## config.mk

```make
export PLATFORM = sky130hd
export DESIGN_NAME = led_driver_flat
export DESIGN_NICKNAME = d
export VERILOG_FILES = /design/src/rtl/spinner_pkg.sv /design/src/rtl/led_driver_if.sv /design/src/rtl/led_driver_blink.sv /design/src/rtl/led_driver.sv /design/src/flat_wrapper.sv
export SDC_FILE = /design/constraint.sdc
export NUM_CORES = 1
export LEC_CHECK = 0
export CORE_MARGIN = 2
export CORE_UTILIZATION = 26
export CTS_CLUSTER_DIAMETER = 50
export DETAILED_ROUTE_END_ITERATION = 10
export PLACE_DENSITY_LB_ADDON = 0.25
export SETUP_SLACK_MARGIN = 0.05
export SYNTH_ARGS = -nofsm -noshare
export SYNTH_HDL_FRONTEND = slang
export SYNTH_SLANG_ARGS = --single-unit
```

## constraint.sdc

```tcl
create_clock -name clk_i -period 3.85 [get_ports clk_i]
set_input_delay 0.77 -clock clk_i [delete_from_list [all_inputs] [get_ports clk_i]]
set_output_delay 0.77 -clock clk_i [all_outputs]
set_load 0.005 [all_outputs]
```

## src/rtl/spinner_pkg.sv

```systemverilog
// Shared types and helpers for the spinner output stage: LED geometry, FSM states
// and the position-to-LED decoder.
package spinner_pkg;

  localparam int NUM_LEDS = 8;
  localparam int POS_W    = 3;

  typedef enum logic [1:0] {
    IDLE,
    SPIN,
    BLINK,
    HOLD
  } state_t;

  function automatic logic [NUM_LEDS-1:0] onehot(input logic [POS_W-1:0] pos);
    logic [NUM_LEDS-1:0] v;
    v      = '0;
    v[pos] = 1'b1;
    return v;
  endfunction

endpackage

```

## src/rtl/led_driver_if.sv

```systemverilog
// Wheel-to-LED-driver bundle: wheel strobes in, LED drive and landed result out.
interface led_driver_if;
  import spinner_pkg::*;

  logic                tick_i;
  logic [POS_W-1:0]    pos_i;
  logic                running_i;
  logic [NUM_LEDS-1:0] led_o;
  logic [POS_W-1:0]    result_o;
  logic                result_valid_o;

  modport master (
    output tick_i, pos_i, running_i,
    input  led_o, result_o, result_valid_o
  );

  modport slave (
    input  tick_i, pos_i, running_i,
    output led_o, result_o, result_valid_o
  );

endinterface

```

## src/rtl/led_driver_blink.sv

```systemverilog
// Blink sequencer for the landed LED: counts tick strobes into half-periods and
// reports when the last OFF half-period of the last blink has ended.
module led_blink_timer #(
  parameter int BLINK_TICKS = 2000,
  parameter int BLINK_COUNT = 3
) (
  input  logic clk_i,
  input  logic rst_i,
  input  logic start_i,
  input  logic abort_i,
  input  logic tick_i,
  output logic phase_on_o,
  output logic done_o
);

  localparam logic [15:0] TICK_LAST  = 16'(BLINK_TICKS - 1);
  localparam logic [3:0]  BLINK_LAST = 4'(BLINK_COUNT - 1);

  logic [15:0] r_tick_cnt;
  logic [3:0]  r_blink_cnt;
  logic        r_phase_on;
  logic        w_half_end;

  assign w_half_end = tick_i && (r_tick_cnt == TICK_LAST);
  assign done_o     = w_half_end && !r_phase_on && (r_blink_cnt == BLINK_LAST);
  assign phase_on_o = r_phase_on;

  // NOTE: sequential state uses non-blocking assignments so every register sees
  // the pre-edge values of the others, independent of statement order.
  always_ff @(posedge clk_i) begin
    if (rst_i || abort_i || done_o) begin
      r_tick_cnt  <= '0;
      r_blink_cnt <= '0;
      r_phase_on  <= 1'b0;
    end else if (start_i) begin
      r_tick_cnt  <= '0;
      r_blink_cnt <= '0;
      r_phase_on  <= 1'b1;
    end else if (tick_i) begin
      if (w_half_end) begin
        r_tick_cnt <= '0;
        r_phase_on <= !r_phase_on;
        if (!r_phase_on) r_blink_cnt <= r_blink_cnt + 4'd1;
      end else begin
        r_tick_cnt <= r_tick_cnt + 16'd1;
      end
    end
  end

endmodule

```

## src/rtl/led_driver.sv

```systemverilog
// LED output stage behind the wheel: lit position with PWM trail while spinning,
// blink-then-hold on the landed position, and the result handed to the game logic.
module led_driver
  import spinner_pkg::*;
#(
  parameter int BLINK_TICKS = 2000,
  parameter int BLINK_COUNT = 3,
  parameter int PWM_BITS    = 3,
  parameter int TRAIL_DUTY  = 2
) (
  input  logic         clk_i,
  input  logic         rst_i,
  led_driver_if.slave  bus
);

  state_t              r_state, w_state_nxt;
  logic                r_running_q;
  logic [POS_W-1:0]    r_prev_pos, r_cur_pos, r_result;
  logic [PWM_BITS-1:0] r_pwm_cnt;
  logic [NUM_LEDS-1:0] r_led, w_led_nxt;
  logic                r_result_valid;

  logic w_rise, w_fall, w_trail_on;
  logic w_start, w_abort, w_blink_tick, w_phase_on, w_done;

  assign w_rise       = bus.running_i && !r_running_q;
  assign w_fall       = !bus.running_i && r_running_q;
  assign w_trail_on   = int'(r_pwm_cnt) < TRAIL_DUTY;
  assign w_blink_tick = bus.tick_i && (r_state == BLINK);

  led_blink_timer #(
    .BLINK_TICKS (BLINK_TICKS),
    .BLINK_COUNT (BLINK_COUNT)
  ) u_blink (
    .clk_i      (clk_i),
    .rst_i      (rst_i),
    .start_i    (w_start),
    .abort_i    (w_abort),
    .tick_i     (w_blink_tick),
    .phase_on_o (w_phase_on),
    .done_o     (w_done)
  );

  // NOTE: every output of this block gets a default first, so no path can
  // leave a value unassigned and infer a latch.
  always_comb begin
    w_state_nxt = r_state;
    w_led_nxt   = '0;
    w_start     = 1'b0;
    w_abort     = 1'b0;
    case (r_state)
      IDLE: if (w_rise) w_state_nxt = SPIN;
      SPIN: begin
        w_led_nxt = onehot(bus.pos_i) | (w_trail_on ? onehot(r_prev_pos) : '0);
        if (w_fall) begin
          w_state_nxt = BLINK;
          w_start     = 1'b1;
        end
      end
      BLINK: begin
        w_led_nxt = w_phase_on ? onehot(r_result) : '0;
        if (w_rise) begin
          w_state_nxt = SPIN;
          w_abort     = 1'b1;
        end else if (w_done) begin
          w_state_nxt = HOLD;
        end
      end
      HOLD: begin
        w_led_nxt = onehot(r_result);
        if (w_rise) begin
          w_state_nxt = SPIN;
          w_abort     = 1'b1;
        end
      end
      default: w_state_nxt = IDLE;
    endcase
  end

  always_ff @(posedge clk_i) begin
    if (rst_i) begin
      r_state        <= IDLE;
      r_running_q    <= 1'b0;
      r_prev_pos     <= '0;
      r_cur_pos      <= '0;
      r_pwm_cnt      <= '0;
      r_led          <= '0;
      r_result       <= '0;
      r_result_valid <= 1'b0;
    end else begin
      r_state        <= w_state_nxt;
      r_running_q    <= bus.running_i;
      r_pwm_cnt      <= r_pwm_cnt + 1'b1;
      r_led          <= w_led_nxt;
      r_result_valid <= (w_state_nxt == HOLD);
      // Entering SPIN collapses the trail onto the current position.
      if (r_state != SPIN && w_state_nxt == SPIN) begin
        r_prev_pos <= bus.pos_i;
        r_cur_pos  <= bus.pos_i;
      end else if (r_state == SPIN && bus.pos_i != r_cur_pos) begin
        r_prev_pos <= r_cur_pos;
        r_cur_pos  <= bus.pos_i;
      end
      if (w_start) r_result <= bus.pos_i;
    end
  end

  assign bus.led_o          = r_led;
  assign bus.result_o       = r_result;
  assign bus.result_valid_o = r_result_valid;

endmodule
```

## src/flat_wrapper.sv

```systemverilog
// flat-port wrapper written by rule: the top's interface ports become plain ports
module led_driver_flat import spinner_pkg::*;
#(
  parameter int BLINK_TICKS = 2000,
  parameter int BLINK_COUNT = 3,
  parameter int PWM_BITS    = 3,
  parameter int TRAIL_DUTY  = 2
)
  (clk_i, rst_i, bus_tick_i, bus_pos_i, bus_running_i, bus_led_o, bus_result_o, bus_result_valid_o);
  led_driver_if bus_i ();
  input  logic clk_i;
  input  logic rst_i;
  input wire logic [$bits(bus_i.tick_i)-1:0] bus_tick_i;
  input wire logic [$bits(bus_i.pos_i)-1:0] bus_pos_i;
  input wire logic [$bits(bus_i.running_i)-1:0] bus_running_i;
  output wire logic [$bits(bus_i.led_o)-1:0] bus_led_o;
  output wire logic [$bits(bus_i.result_o)-1:0] bus_result_o;
  output wire logic [$bits(bus_i.result_valid_o)-1:0] bus_result_valid_o;
  assign bus_i.tick_i = bus_tick_i;
  assign bus_i.pos_i = bus_pos_i;
  assign bus_i.running_i = bus_running_i;
  assign bus_led_o = bus_i.led_o;
  assign bus_result_o = bus_i.result_o;
  assign bus_result_valid_o = bus_i.result_valid_o;
  led_driver #(.BLINK_TICKS(BLINK_TICKS), .BLINK_COUNT(BLINK_COUNT), .PWM_BITS(PWM_BITS), .TRAIL_DUTY(TRAIL_DUTY)) u_core (.clk_i(clk_i), .rst_i(rst_i), .bus(bus_i));
endmodule
```

Word-level counts from Yosys, hierarchy flattened --
Index checks and enable logic that the tools add are counted.
Storage, ports and cells: input port bits 7, word-level logic and storage cells 83, register bits after elaboration 45, memory bits (read-only) 0, bits in writable memories 0, bits in latches 0, output and inout port bits 12, memories kept 0
Operators by class: multiply operators 0, reduce and logical (&&, ||, !) cells 25, $add $sub $neg 3, equal/unequal tests 9, bitwise logic cells 2, magnitude comparators 7, shifts and indexed selects 0, divide/modulo/power cells 0, multiplexer cells 26
Operator list (count):
- case mux 8 bit (3 select lines) | 1
- adder 16 x 1 -> 16 bit, second input constant | 1
- == test 16 x 11 -> 1 bit, second input constant | 1
- 2-to-1 mux 16 bit | 1
- 2-to-1 mux 8 bit | 2
- < comparator 3 x 4 -> 1 bit, second input constant | 3
- 2-to-1 mux 3 bit | 4
- logical AND 1 bit | 11
- 2-to-1 mux 1 bit | 10
- demux 1 bit (select 3 bit) | 3
- >= comparator 3 x 1 -> 1 bit, second input constant | 3
- 2-to-1 mux 2 bit | 4
- OR 8 bit | 1
- == test 2 bit, second input constant | 3
- case mux 2 bit (3 select lines) | 1
- nonzero test 2 bit | 3
- OR reduction 2 bit | 3
- adder 4 x 1 -> 4 bit, second input constant | 1
- == test 2 x 1 -> 1 bit, second input constant | 2
- == test 4 x 2 -> 1 bit, second input constant | 1
- adder 3 x 1 -> 3 bit, second input constant | 1
- zero test 1 bit | 3
- < comparator 3 x 2 -> 1 bit, second input constant | 1
- != test 3 bit | 1
- 6 further kinds | 7

Depth between registers and ports, before layout --
word-level depth 11, mapped depth 9, depth with buffers taken out 8

By module --
A second synthesis with hierarchy kept.
Unflattened totals: cell total of the unflattened synthesis 275, area, all modules 2328.5 sq um
Modules (own cells, without submodules):
- led_driver | cells an instance 150, instances 1, area each 1268.7 sq um, seq. area each 480.5 sq um
- led_blink_timer | cells an instance 125, instances 1, area each 1059.8 sq um, seq. area each 420.4 sq um

Worst setup path after synthesis --
OpenSTA, ideal clock, no wires.
path type input to register, from input port bus_tick_i, to register u_core.r_cur_pos[0], arrival time 2.250 ns, data required time 3.778 ns, setup slack 1.529 ns, setup time 0.072 ns, buffers on the path 0, stages on the path 6, path through and3_2 -> nand4_4 -> or3b_4 -> a211o_1 -> a21boi_4 -> mux2i_1
Between the ends: longest elaborated chain between the ends 10, elaborated cells on any way between the ends 11, classes of those cells eq/ne (1); mux (4); reduce/logical (6)
RTL lines:
- start, declared | line flat_wrapper.sv:13 | input wire logic [$bits(bus_i.tick_i)-1:0] bus_tick_i;
- logical AND 1 bit * | line led_driver.sv:29 | assign w_blink_tick = bus.tick_i && (r_state == BLINK);
- logical AND 1 bit * | line led_driver_blink.sv:24 | assign w_half_end = tick_i && (r_tick_cnt == TICK_LAST);
- logical AND 1 bit * (2 in series) | line led_driver_blink.sv:25 | assign done_o = w_half_end && !r_phase_on && (r_blink_cnt == BLINK_LAST);
- 2-to-1 mux 2 bit * | line led_driver.sv:65 | end else if (w_done) begin
- 2-to-1 mux 2 bit * | line led_driver.sv:62 | if (w_rise) begin
- case mux 2 bit (3 select lines) * | line led_driver.sv:51 | case (r_state)
- == test 2 x 1 -> 1 bit * | line led_driver.sv:97 | if (r_state != SPIN && w_state_nxt == SPIN) begin
- logical AND 1 bit * | line led_driver.sv:97
- 2-to-1 mux 3 bit or nonzero test 2 bit (tied branches)
- end signal, assigned | line led_driver.sv:99 | r_cur_pos <= bus.pos_i;
- end signal, assigned | line led_driver.sv:102 | r_cur_pos <= bus.pos_i;
- end, declared | line led_driver.sv:18 | logic [POS_W-1:0] r_prev_pos, r_cur_pos, r_result;
Mark *: on every way between the ends. The rest lies on a longest branch, timed or not. A chain may end at the register's enable or synchronous reset.

Worst setup path in the final report --
from input port bus_tick_i, to register u_core.r_cur_pos[2]
Same word-level chain as after synthesis.

==> flow_summary.ini <==
[route]
wl_met2_um = 2190
wl_um = 4590
drt_iter0_drc = 88
wl_met3_um = 179
post_drt_wl_per_cell_um = 12.2
via_per_inst = 4.66
drc = 0
wl_met1_um = 2170
vias = 1756
highest_layer = met4
detail_route.first_pass.iterations = 4
antenna_left = 0

[global_route]
grt_pass1_wl_um = 8140
antenna_found_initial = 0
grtUsageTotal_pct = 11.3
grt_pass1_vias = 1716
grt_max_degree = 21
grt-ovfl-total = 0

[setup_path]
worstReg2RegStart = u_core.r_state[0]
worst-path-buf-inv = 1
critPathLaunch = bus_tick_i
ff2ff_setup_slack_ns = 1.29
crit_path_cell_trace = clkdlybuf4s50_1 -> and3_2 -> nand4_4 -> or3b_4 -> a211o_1 -> a21boi_4 -> mux2i_1
r2r_cells = 8
r2r_end = u_core.r_cur_pos[2]
critPathRequiredTime_ns = 4.07
slowest_stage = clkdlybuf4s50_1
path_depth = 7
start_kind = primary input
cp-end-kind = register
path_class = in2reg
critPathMaxStageDelay_ns = 0.50
arrival_ns = 2.91
critical_path.top_delay_family = simple AND/OR/NAND/NOR gates
cp_max_fo = 7
cp-endpoint = u_core.r_cur_pos[2]

[floorplan]
die-area_mm2 = 0.00932
die_h_um = 96.5
rows = 33
die_x_um = 96.5
core_mm2 = 0.00826
initial_core_util_pct = 27.0
io_pins = 19

[power]
seqPwrFrac_pct = 53.3
sw_frac_of_total_pct = 22.9
power_density_mw_per_mm2 = 347
clockPowerShare_pct = 37.6
power_switching_uw = 209
p_int_uw = 702
leakage_uw = 0.000926
comb_power_share_pct = 9.1
p_total_uw = 910
ir_worst_vdd_v = 0.000116

[clocking]
root_buffer = clkbuf_8
cts_tree = built
hold_buffers = 0
path_clk_slew_ns = 0.09
postCtsSetupBuffers = 0
insertion_delay_ns = 0.29
cts_buffers = 5
cts-resized-gates = 0
cts.sinks = 45
clock_path_buffers = 2
htreeDepth = 2

[yosys]
yosysWarnings = 0
syn_area_mm2 = 0.00223
dominantRegCellSynth = dfxtp_1
synth_cell_types = 44
synth.avg_cell_area_um2 = 8.80
syn_nets = 268
synth-edff-count = 0
ys_ff_latch = 45
seq_area_frac_synth_pct = 40.5
async_flop_share_pct = 0
synthCells = 253

[timing]
skew_ns = 0.0120
rsz0062_at_grt = false
max_freq_mhz = 371
fin_tns_setup_ns = 0
worstMarginPinSlew_ns = 1.05
final-setup-viol-count = 0
finalHoldViolCount = 0
layout_min_cycle_time_ns = 2.69
fin_ws_ns = 1.16
period_share_pct = 70.0
slew_viol_final = 0
slew_headroom_pct = 29.4

[min_path]
whs_path_depth = 1
hold_path.class = reg2reg

[cells_and_area]
num_antenna_cells = 0
syn_to_final_growth_pct = 18.0
drive_gt1_share_pct = 7.35
final_core_util_pct = 31.8
ff_latch_area_um2 = 901
nFillCells = 889
fin_nets = 287
multiInputGateArea_mm2 = 0.00127

[place]
port_buffers = 18
dp_hpwl_um = 3390
post-place-ws_ns = 0.852
gp_congestion = 0.749

[status]
outcome = finished clean

[job]
drv_cap = 0
## state kept, by name, summed over array words and instances (netlist names)
register	count
u_core.r_running_q	1
u_core.bus.result_o	3
u_core.r_cur_pos	3
u_core.u_blink.r_tick_cnt	16
u_core.bus.result_valid_o	1
u_core.r_pwm_cnt	3
u_core.u_blink.phase_on_o	1
u_core.u_blink.r_blink_cnt	4
u_core.r_prev_pos	3
u_core.bus.led_o	8
u_core.r_state	2
## cell usage after synthesis (all sizes together), types with 5 or more instances
library cell   n  share of area (%)
dfxtp         45                 40
xor2          13                5.1
nand3          6                1.3
clkbuf         7                1.2
xnor2          6                2.4
nor2          35                5.9
a21oi         16                3.6
ha             8                4.5
and2           5                1.4
nor3           7                1.6
a22oi          5                1.7
inv            6                1.0
nand2         22                3.7
nor2b          7                2.0
nand2b        11                3.1
## power groups by stage
stage	Sequential [µW]	Clock (µW)	Combinational, µW
after floorplan	493	0	61.5
after global placement	496	0	83.0
after detailed placement	496	0	83.6
after CTS	485	362	84.1
after global routing	487	378	94.6
final	485	342	83.2
## worst min-delay path by stage
stage,end,from
finish,u_core.r_pwm_cnt[0],u_core.r_pwm_cnt[0]
global route,u_core.r_pwm_cnt[0],u_core.r_pwm_cnt[0]
global placement,u_core.r_pwm_cnt[0],u_core.r_pwm_cnt[0]
detailed placement,u_core.r_pwm_cnt[0],u_core.r_pwm_cnt[0]
CTS,u_core.r_pwm_cnt[0],u_core.r_pwm_cnt[0]
floorplan,u_core.r_pwm_cnt[0],u_core.r_pwm_cnt[0]
## layout by cell type (no fill, tap or decap), types with 5 or more instances in the layout
cell	instances
a21oi_1	16
nand3_1	6
ha_1	8
clkbuf_8	5
inv_1	6
and2_1	5
xor2_1	13
nor2_1	35
xnor2_1	6
dfxtp_1	45
nand2_1	22
nor3_1	7
clkdlybuf4s50_1	18
a22oi_1	5
nor2b_1	7
nand2b_1	11
## routing by layer
layer,GRT usage (%),up-vias
li1,-,917
met4,3.17,0
met5,0,-
met1,14.9,808
met3,2.64,5
met2,18.3,26
## layout make-up
type,instances,share of cell area [%]
Multi-Input combinational cell,194,48.5
Sequential cell,45,34.3
Clock buffer,5,2.62
Inverter,6,0.858
Clock inverter,2,1.33
Timing Repair Buffer,20,7.43
Tap cell,105,5.00
## stage by stage
stage | std cells | area [µm²] | hold WS, ns
after detailed placement | 370 | 2520 | 0.426
final | 377 | 2630 | 0.429
after global placement | 370 | 2520 | 0.419
after floorplan | 253 | 2230 | 0.399
after CTS | 377 | 2630 | 0.440
after global routing | 377 | 2630 | 0.475
## cells by family (layout without fill, tap and decap cells)
| group | Yosys count | in the layout | share of synthesized area, % |
|---|---|---|---|
| simple gates | 113 | 113 | 26.8 |
| compound gates | 48 | 48 | 15.5 |
| flops | 45 | 45 | 40.5 |
| xor+xnor | 19 | 19 | 7.48 |
| buf+inv | 14 | 33 | 2.36 |
| fa+ha+maj | 8 | 8 | 4.50 |
| mux | 6 | 6 | 2.87 |
No activity file was read; power rests on OpenSTA's default activity.
